<file path="src/rtl/des_stream_ctrl.sv">
// -----------------------------------------------------------------------------
// des_stream_ctrl
//
// Sequencing controller that streams 64-bit image blocks one at a time through
// a combinational DES core (DES_Implementation, instantiated alongside and
// wired to the core_* ports). It holds the key register, applies valid/ready
// handshakes on both sides, gives the core a fixed settle time per block and
// stops after NUM_BLOCKS blocks (one full image).
//
// Optional feature macro: CBC_CHAIN_EN
//   defined   : CBC chaining, core_msg = in_data ^ chain, chain seeded from iv_in
//   undefined : ECB only, core_msg = in_data, iv_in ignored
//
// Parameters
//   NUM_BLOCKS : blocks per run (one image)
//   CNT_W      : block counter width, 2**CNT_W > NUM_BLOCKS
//   CORE_LAT   : settle cycles for the DES core after core_msg changes (1..15)
//
// Ports
//   clk, rst           : clock (rising edge), synchronous active-high reset
//   start              : begin a run (honoured in IDLE/DONE only)
//   key_wr, key_in     : key register load (honoured in IDLE/DONE only)
//   iv_in              : chaining IV (CBC_CHAIN_EN only)
//   in_valid, in_ready, in_data    : plaintext block input handshake
//   out_valid, out_ready, out_data : ciphertext block output handshake
//   core_msg, core_key : registered message/key to the DES core
//   core_enigma        : DES core result
//   busy, done         : run status (ACCEPT/WAIT/OUTPUT, DONE)
//   blk_cnt            : blocks delivered in the current run
// -----------------------------------------------------------------------------
module des_stream_ctrl #(
  parameter int NUM_BLOCKS = 131072,
  parameter int CNT_W      = 18,
  parameter int CORE_LAT   = 1
) (
  input  logic             clk,
  input  logic             rst,
  input  logic             start,
  input  logic             key_wr,
  input  logic [63:0]      key_in,
  input  logic [63:0]      iv_in,
  input  logic             in_valid,
  input  logic [63:0]      in_data,
  output logic             in_ready,
  output logic             out_valid,
  output logic [63:0]      out_data,
  input  logic             out_ready,
  output logic [63:0]      core_msg,
  output logic [63:0]      core_key,
  input  logic [63:0]      core_enigma,
  output logic             busy,
  output logic             done,
  output logic [CNT_W-1:0] blk_cnt
);

  typedef enum logic [2:0] {
    IDLE,
    ACCEPT,
    WAIT,
    OUTPUT,
    DONE
  } state_t;

  state_t     state;
  state_t     state_nxt;
  logic [3:0] settle_cnt;
  logic       settled;
  logic       ctrl_open;
  logic       start_ok;
  logic       in_hs;
  logic       out_hs;
  logic       last_blk;

`ifdef CBC_CHAIN_EN
  logic [63:0] chain;
`else
  logic        unused_iv;
  assign unused_iv = ^iv_in;
`endif

  // Key loads and run starts are only honoured between runs.
  assign ctrl_open = (state == IDLE) || (state == DONE);
  assign start_ok  = start && ctrl_open;
  assign in_hs     = in_valid && in_ready;
  assign out_hs    = out_valid && out_ready;
  // The post-increment count equals NUM_BLOCKS exactly when the current
  // count is NUM_BLOCKS-1, so no wider comparator is needed.
  assign last_blk  = (blk_cnt == CNT_W'(NUM_BLOCKS - 1));

  // State register.
  always_ff @(posedge clk) begin
    if (rst) begin
      state <= IDLE;
    end else begin
      state <= state_nxt;
    end
  end

  // Next-state decode and the purely state-derived status outputs.
  always_comb begin
    state_nxt = state;
    in_ready  = 1'b0;
    busy      = 1'b0;
    done      = 1'b0;
    case (state)
      IDLE: begin
        if (start) state_nxt = ACCEPT;
      end
      ACCEPT: begin
        in_ready = 1'b1;
        busy     = 1'b1;
        if (in_valid) state_nxt = WAIT;
      end
      WAIT: begin
        busy = 1'b1;
        if (settled) state_nxt = OUTPUT;
      end
      OUTPUT: begin
        busy = 1'b1;
        if (out_ready) state_nxt = last_blk ? DONE : ACCEPT;
      end
      DONE: begin
        done = 1'b1;
        if (start) state_nxt = ACCEPT;
      end
      default: state_nxt = IDLE;
    endcase
  end

  // Datapath. The settle counter runs down from CORE_LAT-1; reaching zero
  // raises 'settled' for one cycle, and the core result is captured on the
  // edge after that. The extra cycle covers the core_msg register itself, so
  // out_valid rises CORE_LAT+1 edges after the input handshake.
  always_ff @(posedge clk) begin
    if (rst) begin
      core_key   <= '0;
      core_msg   <= '0;
      out_data   <= '0;
      out_valid  <= 1'b0;
      blk_cnt    <= '0;
      settle_cnt <= '0;
      settled    <= 1'b0;
`ifdef CBC_CHAIN_EN
      chain      <= '0;
`endif
    end else begin
      if (key_wr && ctrl_open) begin
        core_key <= key_in;
      end

      if (start_ok) begin
        blk_cnt <= '0;
`ifdef CBC_CHAIN_EN
        chain   <= iv_in;
`endif
      end

      if (state == ACCEPT && in_hs) begin
`ifdef CBC_CHAIN_EN
        core_msg <= in_data ^ chain;
`else
        core_msg <= in_data;
`endif
        settle_cnt <= 4'(CORE_LAT - 1);
        settled    <= 1'b0;
      end

      if (state == WAIT) begin
        if (settle_cnt != 4'd0) begin
          settle_cnt <= settle_cnt - 4'd1;
        end
        settled <= (settle_cnt == 4'd0) && !settled;
        if (settled) begin
          out_data  <= core_enigma;
          out_valid <= 1'b1;
        end
      end

      if (state == OUTPUT && out_hs) begin
        out_valid <= 1'b0;
        blk_cnt   <= blk_cnt + CNT_W'(1);
`ifdef CBC_CHAIN_EN
        chain     <= out_data;
`endif
      end
    end
  end

endmodule

</file>
<file path="config.mk">
export PLATFORM = sky130hd
export DESIGN_NAME = des_stream_ctrl
export DESIGN_NICKNAME = d
export VERILOG_FILES = /design/src/rtl/des_stream_ctrl.sv
export SDC_FILE = /design/constraint.sdc
export NUM_CORES = 1
export LEC_CHECK = 0
export ABC_AREA = 1
export CORE_AREA = 2 2 183 185
export CTS_CLUSTER_SIZE = 25
export DETAILED_ROUTE_END_ITERATION = 8
export DIE_AREA = 0 0 185 187
export SLEW_MARGIN = 20
export SYNTH_ARGS = -nofsm -noshare
export SYNTH_HDL_FRONTEND = slang
export SYNTH_SLANG_ARGS = --single-unit
</file>
<file path="constraint.sdc">
create_clock -name clk -period 1.9 [get_ports clk]
set_input_delay 0.38 -clock clk [delete_from_list [all_inputs] [get_ports clk]]
set_output_delay 0.38 -clock clk [all_outputs]
set_load 0.02 [all_outputs]
</file>
==> flow_metrics.tcl <==
set metrics [dict create \
    outcome "finished, final reports clean" \
    start_kind "flip-flop" \
    reg2reg_depth 7 \
    ios 476 \
    timing.critical_path.buf_inv 1 \
    dp_hpwl_um 19810 \
    crit_fanout 2 \
    via_per_inst 4.353 \
    ys_seq_area_frac 0.5404 \
    drive_above_1_share 0.05480 \
    place_congestion 0.7930 \
    clock_latency_ps 530 \
    synth_top_family_by_area "simple AND/OR/NAND/NOR gates" \
    setup-violations-final 0 \
    drtIter0Drc 283 \
    worst_slew_pin_slew_ps 570.5 \
    dieHeight_um 187 \
    first_pass_iters 6 \
    final-seq-area_um2 4388 \
    drt_wl_total_um 28220 \
    die_w_um 185 \
    endpoint_kind "output port" \
    clockBufferDepth 3 \
    fin_crit_sh 0.9787 \
    numPortBuffers 411 \
    ys_ff_latch 219 \
    drtAntennaViolNets 0 \
    holdPathEnd "blk_cnt[1]$_SDFFE_PP0P_" \
    multi_input_area_um2 3264 \
    cts_buffers 27 \
    synth_xor_area_frac 0.001080 \
    r2r_end "state[1]$_SDFFE_PP0P_" \
    dieArea_um2 34600 \
    clk_transition_reported_paths_ps 60 \
    post-route-util 0.4149 \
    ys_types 26 \
    cp.arrival_ps 1480 \
    ff2ff_setup_slack_ps 220 \
    start_util 0.2469 \
    max_stage_delay_ps 630 \
    grt_remaining_overflow 0 \
    synthMuxAreaShare 0 \
    final.min_clock_period_ps 1860 \
    antennaDiodeCount 0 \
    htreeDepth 1 \
    post_cts_buffers 0 \
    power.static_leakage_nw 6.174 \
    cts_num_sinks 219 \
    worst_path_max_delay_cell "clkdlybuf4s50_1" \
    netlist_area_um2 8113 \
    min_path_cells 3 \
    antenna_found_initial 0 \
    area_growth_pct 68.06 \
    synth.avg_cell_area_um2 7.568 \
    grt_pass1_vias 8028 \
    holdCritStartpoint "rst" \
    clock_skew_ps 8.393 \
    synth_compound_area_frac 0.1508 \
    cts_tree "done" \
    finalNetCount 1732 \
    synthSimpleGateAreaFrac 0.2455 \
    vias 8383 \
    synth_nets 1336 \
    row_count 67 \
    max-slew-margin-rel 0.6197 \
    path_delay_family "buffers and inverters" \
    cap_violations 0 \
    report.final.slew_viol_count 0 \
    layout_commonest_cell "clkdlybuf4s50_1" \
    grt_pass1_wl_um 43640 \
    cts-root-buf "clkbuf_16" \
    most-common-layout-cells "clkdlybuf4s50_1, nor2_1, dfxtp_1" \
    grt_max_degree 84 \
    max_freq_mhz 537.7 \
    reg2reg_from "state[2]$_SDFFE_PP0P_" \
    cp.required_ps 1520 \
    crit_chain "clkdlybuf4s50_1" \
    core_um2 32860 \
    fillers 3380 \
    drc_errors 0 \
    cts_hold_buf 0 \
    postSynthCellCount 1072 \
    grtUsageTotal 0.1562 \
    path_class "reg2out" \
    hold_violations 0 \
    synth_fa_ha_area_frac 0.003085 \
    hold_ws_ps 364.4 \
    peakVddDrop_uv 562.1 \
    powerDensity_nw_per_um2 1147 \
    wl_per_cell_um 14.65 \
    ys_warn_count 0 \
    hold_class "in2reg" \
]
## tightest hold or removal path: cells and delay by family
| family | cells | cell delay [ps] |
|---|---|---|
| buffers and inverters | 2 | 310 |
| AO/OA/AOI/OAI | 1 | 140 |
## area by class of cell
class | instances | share of cell area
timing repair buffer | 439 | 0.3308
inverter | 41 | 0.01138
sequential | 219 | 0.3218
clock inverter | 2 | 0.0009177
tap | 448 | 0.04111
clock buffer | 37 | 0.05451
multi-input combinational | 740 | 0.2394
## flip-flops by register name, indices dropped and copies added (netlist names)
signal      flops
core_key       64
core_msg       64
out_data       64
blk_cnt        18
settle_cnt      4
state           3
out_valid       1
settled         1
## synth_stat cells, drive strengths merged
library cell,count,area (µm²)
dfxtp,219,4384
o22ai,3,18.77
o21a,1,7.510
nor2,288,1084
inv,41,153.9
nand4,1,12.51
nand3,76,380.4
nand2,124,468.0
nor3,6,41.29
a22oi,2,15.01
a211oi,2,15.01
or2,1,6.260
buf,22,132.6
ha,2,25.02
clkbuf,50,192.7
xor2,1,8.760
o21ai,148,740.7
a31oi,1,6.260
a21oi,84,420.4
## repair_timing
| item | CTS | global route |
|---|---|---|
| gates resized for setup | 73 | 65 |
| pin swaps | 0 | 1 |
| endpoints found under the setup margin | 63 | 61 |
## stage by stage
step	cell area [µm²]	power, mW	worst slack, ps	cells	TNS, ps
CTS	13480	15.95	-3.916	1926	-3.916
global placement	12800	11.30	124.6	1887	0
detailed placement	12800	11.36	118.8	1887	0
floorplan	8113	8.711	309.5	1072	0
global route	13630	16.59	-8.680	1926	-8.680
finish	13630	15.64	40.38	1926	0
## worst max-delay path by stage
stage	start	end	slack, ps	cells past startpoint
after floorplan	blk_cnt[0]$_SDFFE_PP0P_	blk_cnt[14]$_SDFFE_PP0P_	310	8
after global placement	out_ready	blk_cnt[15]$_SDFFE_PP0P_	120	7
after detailed placement	state[1]$_SDFFE_PP0P_	busy	120	3
after CTS	state[0]$_SDFFE_PP0P_	done	-4	4
after global routing	core_msg[55]$_SDFFE_PP0P_	core_msg[55]	-9	1
final	out_data[51]$_SDFFE_PP0P_	out_data[51]	40	1
## power breakdown
group | leakage (nW) | internal [mW] | switching [mW]
clock network | 0.367 | 2.67 | 1.89
registers | 1.79 | 5.33 | 0.357
logic | 4.02 | 2.29 | 3.10
total | 6.17 | 10.3 | 5.35
## routing by layer
metal	routed length, µm	track usage
met3	2319	0.04887
met5	0	0
met1	11700	0.1855
met4	1025	0.05098
met2	13170	0.2662
## cells by family after synthesis
logic type,after synthesis
AOI/OAI and AO/OA,241
xor gates and xnor gates,1
adders and majority gates,2
buffers and inverters,113
DFF,219
and+or+nand+nor,496
(Power assumes the default switching activity.)
